==> config.mk <==
export PLATFORM = sky130hd
export DESIGN_NAME = alu_result_collector
export DESIGN_NICKNAME = d
export VERILOG_FILES = /design/src/rtl/alu_result_collector_pkg.sv /design/src/rtl/alu_sync_fifo.sv /design/src/rtl/alu_result_collector.sv
export SDC_FILE = /design/constraint.sdc
export NUM_CORES = 1
export LEC_CHECK = 0
export ABC_AREA = 1
export CAP_MARGIN = 20
export CORE_MARGIN = 1.5
export CORE_UTILIZATION = 30
export CTS_CLUSTER_DIAMETER = 120
export CTS_CLUSTER_SIZE = 24
export DETAILED_ROUTE_END_ITERATION = 10
export GPL_ROUTABILITY_DRIVEN = 0
export PLACE_DENSITY_LB_ADDON = 0.05
export SYNTH_ARGS = -nofsm -noshare
export SYNTH_HDL_FRONTEND = slang
export SYNTH_SLANG_ARGS = --single-unit
==> constraint.sdc <==
create_clock -name CLK -period 4.2 [get_ports CLK]
set_clock_uncertainty 0.15 [all_clocks]
set_input_delay 1.05 -clock CLK [delete_from_list [all_inputs] [get_ports CLK]]
set_output_delay 1.05 -clock CLK [all_outputs]
set_load 0.1 [all_outputs]
==> src/rtl/alu_result_collector_pkg.sv <==
// Shared definitions for the ALU result collector.
// Holds the source-unit identifiers that tag every buffered result, the
// default widths, and a helper that flags more than one unit reporting in the
// same cycle.
package alu_result_collector_pkg;

  localparam int DEF_DATA_IN_WIDTH = 16;
  localparam int DEF_FIFO_DEPTH    = 4;
  localparam int DEF_CNT_WIDTH     = 8;

  // Source-unit tag carried with each result.
  typedef enum logic [1:0] {
    SRC_ARITH = 2'd0,
    SRC_LOGIC = 2'd1,
    SRC_CMP   = 2'd2,
    SRC_SHIFT = 2'd3
  } src_e;

  // True when two or more bits of the flag vector are set. Clearing the
  // lowest set bit leaves a non-zero value only if another bit was set.
  function automatic logic multi_hot(input logic [3:0] flags);
    return (flags & (flags - 4'd1)) != 4'd0;
  endfunction

endpackage

==> src/rtl/alu_sync_fifo.sv <==
// Synchronous single-clock FIFO used to buffer tagged ALU results.
// Ports:
//   clk_i    clock, all state on the rising edge
//   rst_i    synchronous active-high reset (pointers and occupancy only)
//   push_i   write wdata_i; ignored when full unless a pop frees a slot
//   wdata_i  entry to write
//   pop_i    advance the head; ignored when empty
//   rdata_o  head entry (only meaningful while empty_o is low)
//   full_o   DEPTH entries held
//   empty_o  no entries held
module alu_sync_fifo #(
  parameter int WIDTH = 35,
  parameter int DEPTH = 4
) (
  input  logic             clk_i,
  input  logic             rst_i,
  input  logic             push_i,
  input  logic [WIDTH-1:0] wdata_i,
  input  logic             pop_i,
  output logic [WIDTH-1:0] rdata_o,
  output logic             full_o,
  output logic             empty_o
);

  localparam int AW = $clog2(DEPTH);

  logic [WIDTH-1:0] mem_q [DEPTH];
  logic [AW-1:0]    wr_ptr_q, wr_ptr_d;
  logic [AW-1:0]    rd_ptr_q, rd_ptr_d;
  logic [AW:0]      count_q, count_d;

  logic push_eff;
  logic pop_eff;

  assign full_o  = (count_q == (AW+1)'(DEPTH));
  assign empty_o = (count_q == '0);

  // A pop in the same cycle frees a slot, so a push into a full FIFO is
  // still accepted when the head is leaving.
  assign pop_eff  = pop_i & ~empty_o;
  assign push_eff = push_i & (~full_o | pop_eff);

  assign rdata_o = mem_q[rd_ptr_q];

  // DEPTH is a power of two, so pointer wrap is the natural overflow.
  always_comb begin
    wr_ptr_d = wr_ptr_q;
    rd_ptr_d = rd_ptr_q;
    count_d  = count_q;
    if (push_eff) wr_ptr_d = wr_ptr_q + AW'(1);
    if (pop_eff)  rd_ptr_d = rd_ptr_q + AW'(1);
    unique case ({push_eff, pop_eff})
      2'b10:   count_d = count_q + (AW+1)'(1);
      2'b01:   count_d = count_q - (AW+1)'(1);
      default: count_d = count_q;
    endcase
  end

  always_ff @(posedge clk_i) begin
    if (rst_i) begin
      wr_ptr_q <= '0;
      rd_ptr_q <= '0;
      count_q  <= '0;
    end else begin
      wr_ptr_q <= wr_ptr_d;
      rd_ptr_q <= rd_ptr_d;
      count_q  <= count_d;
    end
  end

  // Storage is not reset; an entry is only read after it has been written.
  always_ff @(posedge clk_i) begin
    if (push_eff) mem_q[wr_ptr_q] <= wdata_i;
  end

endmodule

==> src/rtl/alu_result_collector.sv <==
// ALU result collector: captures the unit result flagged valid each cycle,
// tags it with its source unit, buffers it and presents a single valid/ready
// result stream. The ALU cannot be stalled, so results arriving while the
// buffer is full are dropped and counted.
// Ports:
//   CLK, RST                      clock, synchronous active-high reset
//   Arith_OUT/Arith_Flag          arithmetic result (2*DW) and its valid
//   Logic_OUT/Logic_Flag          logic result (DW) and its valid
//   CMP_OUT/CMP_Flag              compare result (2 bits) and its valid
//   Shift_OUT/Shift_Flag          shift result (DW) and its valid
//   RES_READY                     consumer accepts the head entry
//   ERR_CLR                       clears DROP_CNT and ERR_MULTI
//   RES_DATA/RES_SRC/RES_ZERO     head entry: data, source tag, data==0
//   RES_VALID                     buffer non-empty
//   FIFO_FULL                     buffer holds FIFO_Depth entries
//   DROP_CNT                      saturating count of dropped results
//   ERR_MULTI                     sticky: several flags high in one cycle
module alu_result_collector
  import alu_result_collector_pkg::*;
#(
  parameter int Data_In_Width = DEF_DATA_IN_WIDTH,
  parameter int FIFO_Depth    = DEF_FIFO_DEPTH,
  parameter int Cnt_Width     = DEF_CNT_WIDTH
) (
  input  logic                       CLK,
  input  logic                       RST,
  input  logic [2*Data_In_Width-1:0] Arith_OUT,
  input  logic                       Arith_Flag,
  input  logic [Data_In_Width-1:0]   Logic_OUT,
  input  logic                       Logic_Flag,
  input  logic [1:0]                 CMP_OUT,
  input  logic                       CMP_Flag,
  input  logic [Data_In_Width-1:0]   Shift_OUT,
  input  logic                       Shift_Flag,
  input  logic                       RES_READY,
  input  logic                       ERR_CLR,
  output logic [2*Data_In_Width-1:0] RES_DATA,
  output logic [1:0]                 RES_SRC,
  output logic                       RES_ZERO,
  output logic                       RES_VALID,
  output logic                       FIFO_FULL,
  output logic [Cnt_Width-1:0]       DROP_CNT,
  output logic                       ERR_MULTI
);

  localparam int RW = 2 * Data_In_Width;
  // Entry layout: {zero, src, data}
  localparam int EW = RW + 3;

  function automatic logic [Cnt_Width-1:0] sat_inc(input logic [Cnt_Width-1:0] v);
    return (&v) ? v : v + Cnt_Width'(1);
  endfunction

  logic [3:0]    flags;
  logic          any_flag;
  src_e          sel_src;
  logic [RW-1:0] sel_data;
  logic          sel_zero;
  logic [EW-1:0] push_entry;

  logic          fifo_push;
  logic          fifo_pop;
  logic          fifo_full;
  logic          fifo_empty;
  logic [EW-1:0] fifo_rdata;
  logic          drop;

  logic [EW-1:0]        hold_q, hold_d;
  logic [EW-1:0]        head_entry;
  logic [Cnt_Width-1:0] drop_cnt_q, drop_cnt_d;
  logic                 err_multi_q, err_multi_d;

  assign flags    = {Shift_Flag, CMP_Flag, Logic_Flag, Arith_Flag};
  assign any_flag = |flags;

  // Fixed priority arith > logic > cmp > shift; narrower results are
  // zero-extended to the full result width.
  always_comb begin
    sel_src  = SRC_ARITH;
    sel_data = '0;
    if (Arith_Flag) begin
      sel_src  = SRC_ARITH;
      sel_data = Arith_OUT;
    end else if (Logic_Flag) begin
      sel_src  = SRC_LOGIC;
      sel_data = {{Data_In_Width{1'b0}}, Logic_OUT};
    end else if (CMP_Flag) begin
      sel_src  = SRC_CMP;
      sel_data = {{(RW-2){1'b0}}, CMP_OUT};
    end else if (Shift_Flag) begin
      sel_src  = SRC_SHIFT;
      sel_data = {{Data_In_Width{1'b0}}, Shift_OUT};
    end
  end

  // Zero flag is computed once at capture so the output path is a plain mux.
  assign sel_zero   = (sel_data == '0);
  assign push_entry = {sel_zero, sel_src, sel_data};

  assign fifo_pop  = ~fifo_empty & RES_READY;
  assign fifo_push = any_flag & (~fifo_full | fifo_pop);
  assign drop      = any_flag & fifo_full & ~fifo_pop;

  alu_sync_fifo #(
    .WIDTH (EW),
    .DEPTH (FIFO_Depth)
  ) u_fifo (
    .clk_i   (CLK),
    .rst_i   (RST),
    .push_i  (fifo_push),
    .wdata_i (push_entry),
    .pop_i   (fifo_pop),
    .rdata_o (fifo_rdata),
    .full_o  (fifo_full),
    .empty_o (fifo_empty)
  );

  // hold_q remembers the last entry handed to the consumer so the outputs
  // keep a defined, unchanged value while the buffer is empty.
  assign hold_d     = fifo_pop ? fifo_rdata : hold_q;
  assign head_entry = fifo_empty ? hold_q : fifo_rdata;

  // Clear takes precedence over a drop or multi-hot event in the same cycle.
  always_comb begin
    drop_cnt_d  = drop_cnt_q;
    err_multi_d = err_multi_q;
    if (ERR_CLR) begin
      drop_cnt_d  = '0;
      err_multi_d = 1'b0;
    end else begin
      if (drop)            drop_cnt_d  = sat_inc(drop_cnt_q);
      if (multi_hot(flags)) err_multi_d = 1'b1;
    end
  end

  always_ff @(posedge CLK) begin
    if (RST) begin
      hold_q      <= {1'b1, SRC_ARITH, {RW{1'b0}}};
      drop_cnt_q  <= '0;
      err_multi_q <= 1'b0;
    end else begin
      hold_q      <= hold_d;
      drop_cnt_q  <= drop_cnt_d;
      err_multi_q <= err_multi_d;
    end
  end

  assign RES_DATA  = head_entry[RW-1:0];
  assign RES_SRC   = head_entry[RW+1:RW];
  assign RES_ZERO  = head_entry[EW-1];
  assign RES_VALID = ~fifo_empty;
  assign FIFO_FULL = fifo_full;
  assign DROP_CNT  = drop_cnt_q;
  assign ERR_MULTI = err_multi_q;

endmodule

# ---- Yosys cells after proc, flatten, opt, wreduce, memory -nomap -nowiden
# Memory sizes are Yosys's and may differ from the RTL's. A register that Yosys moved wholly into a read port is not among the register bits.
# Index checks and enable logic that the tools add are counted.
dict set report word_totals {
  word_cells 51
  memories 1
  ram_bits 140
  rom_bits 0
  out_inout_bits 46
  in_bits 74
  latchBits 0
  regBits 51
}
dict set report op_classes {
  multipliers 0
  div_mod_pow 0
  addsub 6
  reduce_logical 8
  bitwise_logic 13
  shift 0
  mux 14
  n_lt_le_gt_ge 0
  n_eq_ne 3
}
# memory words width rd rd_ports_with_merged_regs write_ports line_no
set mem_list {}
lappend mem_list {u_fifo.mem_q 4 35 1 1 1 alu_sync_fifo.sv:27} ;# logic [WIDTH-1:0] mem_q [DEPTH];
# operator n
set ops {}
lappend ops {{two-way mux 16 bit} 3}
lappend ops {{two-way mux 35 bit} 1}
lappend ops {{zero test 32 bit} 1}
lappend ops {{two-way mux 32 bit} 1}
lappend ops {{two-way mux 2 bit} 6}
lappend ops {{adder 8 x 1 -> 8 bit (second input constant)} 1}
lappend ops {{AND reduction 8 bit} 1}
lappend ops {{AND 1 bit} 6}
lappend ops {{case mux 3 bit (2 select lines)} 1}
lappend ops {{adder 2 x 1 -> 2 bit (second input constant)} 2}
lappend ops {{AND 4 bit} 1}
lappend ops {{NOT 1 bit} 4}
lappend ops {{nonzero test 4 bit} 1}
lappend ops {{OR reduction 4 bit} 1}
lappend ops {{subtractor 4 x 1 -> 4 bit (second input constant)} 1}
lappend ops {{adder 3 x 1 -> 3 bit (second input constant)} 1}
lappend ops {{equality test 3 bit (second input constant)} 1}
lappend ops {{zero test 3 bit} 1}
lappend ops {{subtractor 3 x 1 -> 3 bit (second input constant)} 1}
lappend ops {{equality test 2 x 1 -> 1 bit (second input constant)} 1}
lappend ops {{equality test 2 bit (second input constant)} 1}
lappend ops {{two-way mux 1 bit} 2}
lappend ops {{OR 1 bit} 2}
lappend ops {{AND reduction 2 bit} 1}
lappend ops {{other kinds (2)} 2}

# ---- Logic depth before layout (Yosys ltp)
dict set report depth {
  ltp_word 8
  depth_mapped 11
  ltp_nobuf 10
}

# ---- Modules after synthesis
# A second synthesis with hierarchy kept.
dict set report unflattened {
  cells_unflattened 904
  hier_area_um2 8553.2
}
# mod cells_per_inst instances area_each_um2 seq_area_each_um2
set by_module_without_submodules {}
lappend by_module_without_submodules {alu_sync_fifo 412 1 5679.2 4384.2}
lappend by_module_without_submodules {alu_result_collector 492 1 2874.0 880.8}

# ---- Worst setup path before layout
# No wires, ideal clock.
dict set report synth_timing {
  kind {register to output}
  from {reg with a tool-made name}
  to {out RES_DATA[0]}
  slack_ps -50
  path_buffers 2
  t_required_ps 3000
  path_stages_with_launch 7
  arrival_time_ps 3050
  cell_sequence {dfxtp_1 > buf_2 > inv_2 > buf_2 > nand2_1 > a32o_1 > o21ai_0}
}
# item line_no
set synth_rtl {}
lappend synth_rtl {{end: declaration} alu_result_collector.sv:37} ;# output logic [2*Data_In_Width-1:0] RES_DATA,

==> flow_summary.json <==
{
  "outcome": "finished, final reports clean",
  "synth_cell_types": 28,
  "core_sq_mm": 0.0277,
  "synth_top_area_share_pct": 49.9,
  "setup-tns-final_ns": 0,
  "die_area_sq_mm": 0.0291,
  "synth_edf_count": 140,
  "worst_ep_arrival_time_ns": 2.35,
  "nFillCells": 2684,
  "diodes": 0,
  "yosys_warnings": 0,
  "crit_top_cell": "buf_12",
  "post-route-period-util_pct": 84.6,
  "drive_gt1_share_pct": 11.1,
  "reg2reg_from": "u_fifo.count_q[0]$_SDFFE_PP0P_",
  "p_per_area_mw_per_mm2": 791,
  "final_cell_area_sq_mm": 0.0109,
  "fin_util_pct": 39.5,
  "relSlewSlack_pct": 34.3,
  "cts_buffer_depth": 2,
  "slowest_stage": "inv_2",
  "cts-buffers-inserted": 17,
  "leakage_uw": 0.00419,
  "place_area_sq_mm": 0.0104,
  "peakVddDrop_mv": 0.595,
  "r2r-end": "u_fifo.count_q[2]$_SDFFE_PP0P_",
  "synth-seq-cells": 193,
  "fin_cells": 1342,
  "fmax_ghz": 0.282,
  "placedCellCount": 1310,
  "ys_top_cells_by_count": "nand2_1, edfxtp_1, a21oi_1",
  "cts_resized": 0,
  "rrSetupSlack_ns": 1.91,
  "regArea_sq_mm": 0.00527,
  "hold_end": "u_fifo.rd_ptr_q[1]$_SDFFE_PP0P_",
  "ys_seq_area_share_pct": 62.6,
  "hpwl_um": 14100,
  "required_ns": 3.00,
  "die_h_um": 171,
  "viasPerCell": 4.56,
  "cp_slowest_stage_delay_ns": 0.54,
  "worst_slew_pin_slew_ns": 0.982,
  "syn_avg_cell_area_sq_um": 10.0,
  "firstDrtPassIters": 4,
  "worstSetupStartpointType": "register",
  "start_util_pct": 30.4,
  "drtAntennaViolNets": 0,
  "path_class": "register to output port",
  "cts.reportedPaths.clkPinSlew_ns": 0.06,
  "clock-sinks": 193,
  "grt_setup_unrepaired": "false",
  "syn_inst": 841,
  "cap_violations": 0,
  "clock_latency_ns": 0.43,
  "drt_wl_total_um": 21600,
  "final.min_clock_period_ns": 3.55,
  "clk_root_buffer_cell": "clkbuf_16",
  "synth_nets": 922,
  "end_kind": "output port",
  "htreeDepth": 4,
  "rows": 61,
  "antenna_found_initial": 0,
  "hold_path.class": "register to register",
  "finalHoldViolations": 0,
  "drc_errors": 0,
  "post_cts_buffers": 0,
  "synthArstFlopShare_pct": 0,
  "io_pins": 120,
  "hold_path_startpoint": "u_fifo.rd_ptr_q[1]$_SDFFE_PP0P_",
  "grt-ovfl-total": 0,
  "multi_input_area_sq_mm": 0.00268,
  "cp_max_fo": 37,
  "syn_to_final_growth_pct": 30.1,
  "grt_pass1_vias": 5812,
  "post_drt_wl_per_cell_um": 16.1,
  "drt_iter0_drc": 293,
  "slew_violations": 0,
  "track_usage_pct": 15.3,
  "yosys.area.top_type": "edfxtp_1",
  "die-width_um": 171,
  "rr_worst_depth": 11,
  "holdPathStages": 2,
  "vias": 6121,
  "portBuffers": 119,
  "cts_tree": "done",
  "critPathTopFamily": "buffers and inverters",
  "cp_num_buf_inv": 3,
  "synth_area_sq_mm": 0.00842,
  "grt_pass1_wl_um": 33100,
  "timing.hold.ws_ns": 0.318,
  "setup_viol": 0,
  "synth_ff_type": "edfxtp_1",
  "synth_area_leaders": "edfxtp_1, dfxtp_1, nand2_1",
  "path_cells": "inv_2 > buf_12 > a21oi_1 > a32o_1 > o21ai_1 > buf_12",
  "cts_hold_buf": 0,
  "nets": 1032,
  "synth_most_common_cell": "nand2_1",
  "grt_max_degree": 74
}
-- how the worst max path moves through the flow --
stage / endpoint / slack, ns / from / cells past startpoint
after floorplan: FIFO_FULL / 0.53 / u_fifo.count_q[2]$_SDFFE_PP0P_ / 2
after global placement: u_fifo.count_q[2]$_SDFFE_PP0P_ / 0.72 / Logic_Flag / 12
after detailed placement: u_fifo.count_q[2]$_SDFFE_PP0P_ / 0.73 / Logic_Flag / 12
after CTS: RES_DATA[13] / 0.61 / register / 6
after global routing: RES_DATA[17] / 0.48 / register / 6
final: RES_DATA[13] / 0.65 / register / 6
-- sequential cells by signal, summed over array words and instances, names as in the netlist, named ones only --
name             cells
u_fifo.mem_q       140
ERR_MULTI            1
hold_q              35
u_fifo.rd_ptr_q      2
DROP_CNT             8
u_fifo.wr_ptr_q      2
u_fifo.count_q       3
-- routing by layer --
layer	track usage, %	share of wire [%]	up-vias
li1	-	-	3124
met1	21.4	49	2875
met2	24.2	47	104
met3	3.05	3.6	18
met4	4.19	1.0	0
met5	0	0	-
-- where the power goes --
part | total, uW | internal, uW | switching (uW)
logic | 4530 | 1420 | 3110
registers | 2520 | 2410 | 111
clock network | 1600 | 890 | 714
total | 8660 | 4720 | 3930
-- tightest hold or removal path: stages (launching register included) --
cell and delay, ns:
dfxtp_1 0.30, inv_1 0.05, a21oi_1 0.07
-- final cells by class --
| type | count | share of cell area (%) |
|---|---|---|
| tap | 378 | 4.32 |
| multi-input combinational | 536 | 24.5 |
| timing repair buffer | 140 | 15.5 |
| inverter | 63 | 2.16 |
| clock inverter | 8 | 0.560 |
| clock buffer | 24 | 4.80 |
| sequential | 193 | 48.1 |
-- stage by stage --
step	setup slack, ns	total power, uW
finish	0.648	8660
CTS	0.609	8770
global placement	0.718	7150
detailed placement	0.729	7140
global route	0.479	9070
floorplan	0.526	5560
-- kinds of logic (layout without fill, tap and decap cells) --
logic type               count (synthesis)  count (layout)  synth area share (%)
buffers and inverters                  112             235                  6.01
flip-flops                             193             193                  62.6
AO/OA/AOI/OAI                          224             224                  15.5
XOR/XNOR                                 6               6                 0.624
AND/OR/NAND/NOR                        299             299                  14.2
adder cells (fa/ha/maj)                  7               7                  1.13
-- cells in the final DEF (no fill, tap or decap), types with 9 or more instances in the layout --
master           count
buf_12              36
nand2_1            234
a32o_1              35
edfxtp_1           140
clkbuf_16           20
buf_4               22
inv_1               58
o21ai_1             58
clkdlybuf4s50_1     81
nor2_1              32
dfxtp_1             52
or2_1                9
o21ai_0             24
a21oi_1            105
Power figures use the tool's default switching activity.
